==> src/rtl/dsp_mac_sequencer.sv <==
// DSP48A1 multiply-accumulate sequencer: streams operand pairs into the
// slice, steers OPMODE/CE along its pipeline and returns the P result.
// Ports: clk, rst_n; start/len/busy job control; in_valid/in_ready/in_a/in_b
// operand stream; dsp_* slice controls and dsp_p; res_valid/res_ready/res_data.
module dsp_mac_sequencer #(
  parameter int A_W      = 18,
  parameter int B_W      = 18,
  parameter int P_W      = 48,
  parameter int LEN_W    = 16,
  parameter int PIPE_LAT = 3
) (
  input  logic             clk,
  input  logic             rst_n,
  input  logic             start,
  input  logic [LEN_W-1:0] len,
  output logic             busy,
  input  logic             in_valid,
  output logic             in_ready,
  input  logic [A_W-1:0]   in_a,
  input  logic [B_W-1:0]   in_b,
  output logic [A_W-1:0]   dsp_a,
  output logic [B_W-1:0]   dsp_b,
  output logic             dsp_ce_ab,
  output logic             dsp_cep,
  output logic             dsp_rstp,
  output logic [7:0]       dsp_opmode,
  input  logic [P_W-1:0]   dsp_p,
  output logic             res_valid,
  output logic [P_W-1:0]   res_data,
  input  logic             res_ready
);

  typedef enum logic [2:0] {
    IDLE, CLEAR, ACCUM, DRAIN, DONE
  } state_t;

  state_t st, st_nx;

  logic [LEN_W-1:0]    len_q;
  logic [LEN_W-1:0]    cnt;
  logic                ab_vld;
  logic                ab_first;
  logic [PIPE_LAT-1:0] v_pipe;
  logic [PIPE_LAT-1:0] f_pipe;
  logic                settle;
  logic                acc;
  logic                active;
  logic                pipe_empty;
  logic                p_vld;
  logic                p_first;

  assign acc        = in_valid & in_ready;
  assign active     = (st == CLEAR) | (st == ACCUM) | (st == DRAIN);
  assign pipe_empty = ~ab_vld & ~(|v_pipe);
  assign p_vld      = v_pipe[PIPE_LAT-1];
  assign p_first    = f_pipe[PIPE_LAT-1];

  always_ff @(posedge clk or negedge rst_n) begin
    if (!rst_n) st <= IDLE;
    else        st <= st_nx;
  end

  always_comb begin
    st_nx = st;
    unique case (st)
      IDLE: begin
        if (start) st_nx = (len == '0) ? DONE : CLEAR;
      end
      CLEAR: st_nx = ACCUM;
      ACCUM: begin
        if (acc && (cnt == len_q - 1'b1)) st_nx = DRAIN;
      end
      DRAIN: begin
        if (pipe_empty && settle) st_nx = DONE;
      end
      DONE: begin
        if (res_ready) st_nx = IDLE;
      end
      default: st_nx = IDLE;
    endcase
  end

  always_comb begin
    busy       = (st != IDLE);
    in_ready   = (st == ACCUM) && (cnt < len_q);
    dsp_ce_ab  = active;
    dsp_rstp   = (st == CLEAR);
    dsp_cep    = active & p_vld;
    dsp_opmode = 8'h00;
    if (active) dsp_opmode = (p_vld & p_first) ? 8'h01 : 8'h09;
    res_valid  = (st == DONE);
  end

  // ab_vld tracks the operand register stage, v_pipe the slice's
  // internal stages up to the P adder.
  always_ff @(posedge clk or negedge rst_n) begin
    if (!rst_n) begin
      len_q    <= '0;
      cnt      <= '0;
      ab_vld   <= 1'b0;
      ab_first <= 1'b0;
      v_pipe   <= '0;
      f_pipe   <= '0;
      settle   <= 1'b0;
      dsp_a    <= '0;
      dsp_b    <= '0;
      res_data <= '0;
    end else begin
      if (st == IDLE && start) begin
        len_q <= len;
        if (len == '0) res_data <= '0;
      end
      if (st == CLEAR) begin
        cnt      <= '0;
        ab_vld   <= 1'b0;
        ab_first <= 1'b0;
        v_pipe   <= '0;
        f_pipe   <= '0;
        settle   <= 1'b0;
      end else begin
        ab_vld    <= acc;
        ab_first  <= acc & (cnt == '0);
        v_pipe[0] <= ab_vld;
        f_pipe[0] <= ab_first;
        for (int i = 1; i < PIPE_LAT; i++) begin
          v_pipe[i] <= v_pipe[i-1];
          f_pipe[i] <= f_pipe[i-1];
        end
        if (acc) begin
          cnt   <= cnt + 1'b1;
          dsp_a <= in_a;
          dsp_b <= in_b;
        end
        // one extra cycle after the pipe empties lets P settle
        if (st == DRAIN && pipe_empty) begin
          settle <= 1'b1;
          if (settle) res_data <= dsp_p;
        end
      end
    end
  end

endmodule

==> config.mk <==
export PLATFORM = sky130hd
export DESIGN_NAME = dsp_mac_sequencer
export DESIGN_NICKNAME = d
export VERILOG_FILES = /design/src/rtl/dsp_mac_sequencer.sv
export SDC_FILE = /design/constraint.sdc
export NUM_CORES = 1
export LEC_CHECK = 0
export CORE_MARGIN = 1
export CORE_UTILIZATION = 46
export CTS_CLUSTER_DIAMETER = 80
export DETAILED_ROUTE_END_ITERATION = 10
export PLACE_DENSITY = 0.92
export SYNTH_ARGS = -nofsm -noshare
export SYNTH_HDL_FRONTEND = slang
export SYNTH_SLANG_ARGS = --single-unit
==> constraint.sdc <==
create_clock -name clk -period 3.3 [get_ports clk]
set_input_delay 0.495 -clock clk [delete_from_list [all_inputs] [get_ports clk]]
set_output_delay 0.495 -clock clk [all_outputs]
set_load 0.03 [all_outputs]
== Word level (Yosys, flattened, before mapping) ==
Cells that the tools add are included.
Storage, ports and cells
  register bits: 128
  word-level logic and storage cells: 68
  output and inout bits: 98
  input port bits: 105
Operators by class
  muxes and demuxes: 21
  bitwise operators: 10
  magnitude comparators: 1
  reductions and logical operators: 14
  add/sub/neg operators: 2
  equal/unequal tests: 9
Operators with widths (count)
  48-bit two-way mux: 5
  16-bit zero test: 2
  16-bit two-way mux: 2
  3-bit two-way mux: 7
  16-bit by 1-bit adder with 16-bit output (second input constant): 1
  16-bit equality test: 1
  16-bit < comparator: 1
  16-bit by 1-bit subtractor with 16-bit output (second input constant): 1
  3-bit case mux with 5 select lines: 1
  4-bit two-way mux: 2
  3-bit by 2-bit equality test with 1-bit output (second input constant): 2
  1-bit AND: 5
  1-bit logical AND: 5
  1-bit two-way mux: 4
  2-bit by 1-bit inequality test with 1-bit output (second input constant): 2
  2-bit inequality test (second input constant): 2
  4-bit AND reduction: 1
  2-bit nonzero test: 2
  3-bit by 1-bit equality test with 1-bit output (second input constant): 1
  3-bit equality test (second input constant): 1
  3-bit zero test: 1
  1-bit NOT: 3
  3-bit nonzero test: 1
  3-bit OR reduction: 1
  2 further kinds: 3

== Logic depth before layout (Yosys ltp) ==
  depth in word-level cells: 6
  gate-level depth with buffers: 12
  mapped depth without buffers: 9

== Least setup slack after synthesis ==
OpenSTA, ideal clock, no wires.
  path kind: register to register
  from: reg len_q[14]
  to: reg cnt[8]
  arrival time: 2.350 ns
  required time: 3.145 ns
  path slack: 0.795 ns
  cell stages (with the launch flop): 11
  period minus slack after synthesis: 2.505 ns
  path through: dfrtp_1 > inv_1 > ha_1 > a21o_1 > a2111oi_0 > o21a_1 > nand4_1 > buf_2 > clkbuf_1 > o31ai_1 > a21oi_1
On the way
  word-level cells in the longest chain between the ends: 4
RTL lines
  from (decl): line 39  | logic [LEN_W-1:0] len_q;
  from (signal assigned): line 110  | len_q <= len;
  16-bit < comparator: line 85  | in_ready = (st == ACCUM) && (cnt < len_q);
  1-bit logical AND: line 85
  1-bit AND: line 52  | assign acc = in_valid & in_ready;
  2-bit nonzero test (no source line)
  to (signal assigned): line 130  | cnt <= cnt + 1'b1;
  to (decl): line 40  | logic [LEN_W-1:0] cnt;
No other way between the ends.
A chain may end at the register's enable or synchronous reset.

== Worst setup path after layout ==
  from: reg len_q[14]
  to: out in_ready
On the way
  word-level cells in the longest chain between the ends: 2
RTL lines
  16-bit < comparator: line 85
  1-bit logical AND: line 85
  to (decl): line 18  | output logic in_ready,
No other way between the ends.

==> out/summary.txt <==
Post-synthesis cell area: 5960 µm²
Die width: 116 µm
Max Cap Viol: 0
F_max: 338 MHz
Post-route setup TNS: 0 ns
Worst slew margin: 48.0%
Via count: 5098
Yosys cell types: 54
Area leader, netlist: dfrtp_1
Outcome: completed
H-tree Lvls: 4
Die area: 13400 µm²
Syn_area_per_cell: 11.2 µm²
Worst-path fanout max: 4
Commonest non-fill, non-tap cell in the layout: clkdlybuf4s50_1
Critical Path RT: 2.80 ns
DR vias/cell: 5.57
Final Critical Period: 2.95 ns
Clock Skews: 0.00937 ns
Number of synthesized register bits: 128
Placed insts: 884
I/O pin total: 203
Final Hold Viols: 0
Final GP Congestion: 0.940
Drt pass-1 iters: 5
Core box area: 12600 µm²
Area Growth Syn to Fin: 47.2%
Worst skew pair latency: 0.42 ns
Worst vdd ir: 612 µV
CTS max path bufs: 2
Critical Path AT: 2.46 ns
Fill cells: 914
Layout cells sized above 1: 12.2%
Initial antenna violation count: 0
Die span in y: 116 µm
Total Power: 8.48 mW
Residual DRC: 0
Worst Path Class, Setup: reg2out
Root Driver: clkbuf_16
CP Capture Type: primary output
Maximum number of pins on one net before global-route repair: 68
Most frequent cells in the layout: clkdlybuf4s50_1 (194), dfrtp_1 (128), a22o_1 (49)
Grt total ovfl: 0
CTS sink count: 128
Cell Count, Final, Fillers Out: 916
Post-synth EDFFs: 0
Prevailing post-synth register cell: dfrtp_1
Ant. Diodes: 0
Initial drt markers: 380
Final setup viols: 0
Post-route clock period utilization: 89.5%
Area of the multi-input gates: 2500 µm²
Avg WL per Cell: 18.1 µm
Least-Margin Pin Slew: 0.773 ns
Cells after Synth: 532
Post-synthesis sequential area ratio: 53.8%
Worst setup SP type: flip-flop
Syn. warnings: 0
Num rows: 41
Routed Wire Length: 16.6 mm
Global Route Usage Sum: 25.3%
CTS tree: built
P_leak: 3.82 nW
Clock-pin slew on the worst setup and hold paths: 0.06 ns
Post-DRT Antenna Nets: 0
Synth top area share: 53.8%
Share of flip-flops with an asynchronous set or reset: 100%
RSZ-0062 raised after global routing: no
Cell Pwr Density: 967 nW/µm²
Ranking of synthesized cells by area: dfrtp_1 (54%), a22o_1 (7.2%), mux2_2 (6.8%), ha_1 (4.0%), o21ai_0 (2.4%)
Max-slew violations: 0
Initial Util: 47.2%
Number of nets in the layout: 855
CTS Buf Count: 17
Number of global-route vias before repair: 5236
HPWL reported at the end of detailed placement: 11.6 mm
Register area: 3200 µm²
First-pass GRT wire length: 25.7 mm
HP Class: in2async
IO buf count: 196
Hold buffers post-CTS: 0
==> registers in the layout, indices dropped and copies added (netlist names), 3 cells and up <==
signal and flops:
res_data 48, dsp_a 18, dsp_b 18, cnt 16, len_q 16, f_pipe 3
st 3, v_pipe 3
==> worst paths after layout <==
check                           from   endpoint  slack, ns  cells past startpoint
min in group clk            ab_first  f_pipe[0]       0.45                      1
max reg2reg                len_q[12]   dsp_b[5]       0.46                      9
max                        len_q[14]   in_ready       0.35                      8
min                            rst_n  dsp_b[12]       0.14                      1
min reg2reg                 ab_first  f_pipe[0]       0.45                      1
max in group asynchronous      rst_n   len_q[8]       2.30                      2
==> Yosys cell counts (all sizes together), types with 3 or more instances <==
library cell    n
and3            5
o21ai          31
clkbuf         23
nand3          16
dfrtp         128
or3             7
and2           11
mux2i           3
buf            13
nor3            9
o31ai           8
inv            29
a21oi          23
a21o            4
xnor2          11
nor4           12
ha             19
nor2b           5
o21a            3
a22o           49
nor2           12
mux2           36
nand4           7
xor2            3
or4             8
nand2          31
==> stage by stage <==
step / worst slack (ns) / utilization, % / cell area (µm²) / hold slack (ns)
2_1_floorplan: 0.795 / - / 5980 / 0.199
3_3_place_gp: 0.324 / 64.3 / 8110 / 0.431
3_5_place_dp: 0.299 / 64.3 / 8110 / 0.440
4_1_cts: 0.129 / 69.5 / 8770 / 0.179
5_1_grt: 0.153 / 69.5 / 8770 / 0.223
6_report: 0.345 / 69.5 / 8770 / 0.145
==> power by group <==
| part | internal [mW] | leakage (nW) | switching [mW] | total (mW) |
|---|---|---|---|---|
| clock network | 1.39 | 0.318 | 0.711 | 2.10 |
| registers | 2.19 | 1.61 | 0.471 | 2.66 |
| logic | 1.67 | 1.89 | 2.05 | 3.72 |
| total | 5.25 | 3.82 | 3.23 | 8.48 |
==> worst max-delay path, stage by stage, from the launching register on <==
cell,delay [ns]
dfrtp_1,0.39
inv_1,0.12
ha_1,0.26
a21o_1,0.17
a2111oi_0,0.40
o21a_1,0.27
nand3_1,0.15
inv_1,0.08
clkbuf_2,0.21
==> cells by family after synthesis <==
group	Yosys count	share of synthesized area, %
muxes	39	7.31
AOI/OAI and AO/OA	131	15.4
xor gates and xnor gates	14	2.06
DFF	128	53.8
buffers and inverters	65	4.75
adders and majority gates	19	3.99
other	1	0.0630
and+or+nand+nor	135	12.6
==> layer usage <==
metal	wire length (µm)	GRT usage (%)
met1	6480	29.9
met2	8440	41.9
met3	1240	7.85
met4	432	12.6
met5	0	0
==> area by class of cell <==
type	instances	share of cell area [%]
multi-input combinational	344	28.5
clock inverter	11	2.30
sequential	128	36.5
tap	172	2.45
timing repair buffer	211	23.7
inverter	29	1.24
clock buffer	21	5.25
==> timing repair <==
action                     in CTS  in global routing
gates resized for setup         1                  2
setup endpoints to repair       1                  1
pin swaps                       0                  0
buffers inserted                0                  0
Note: power is estimated with default switching activity, not from simulation.
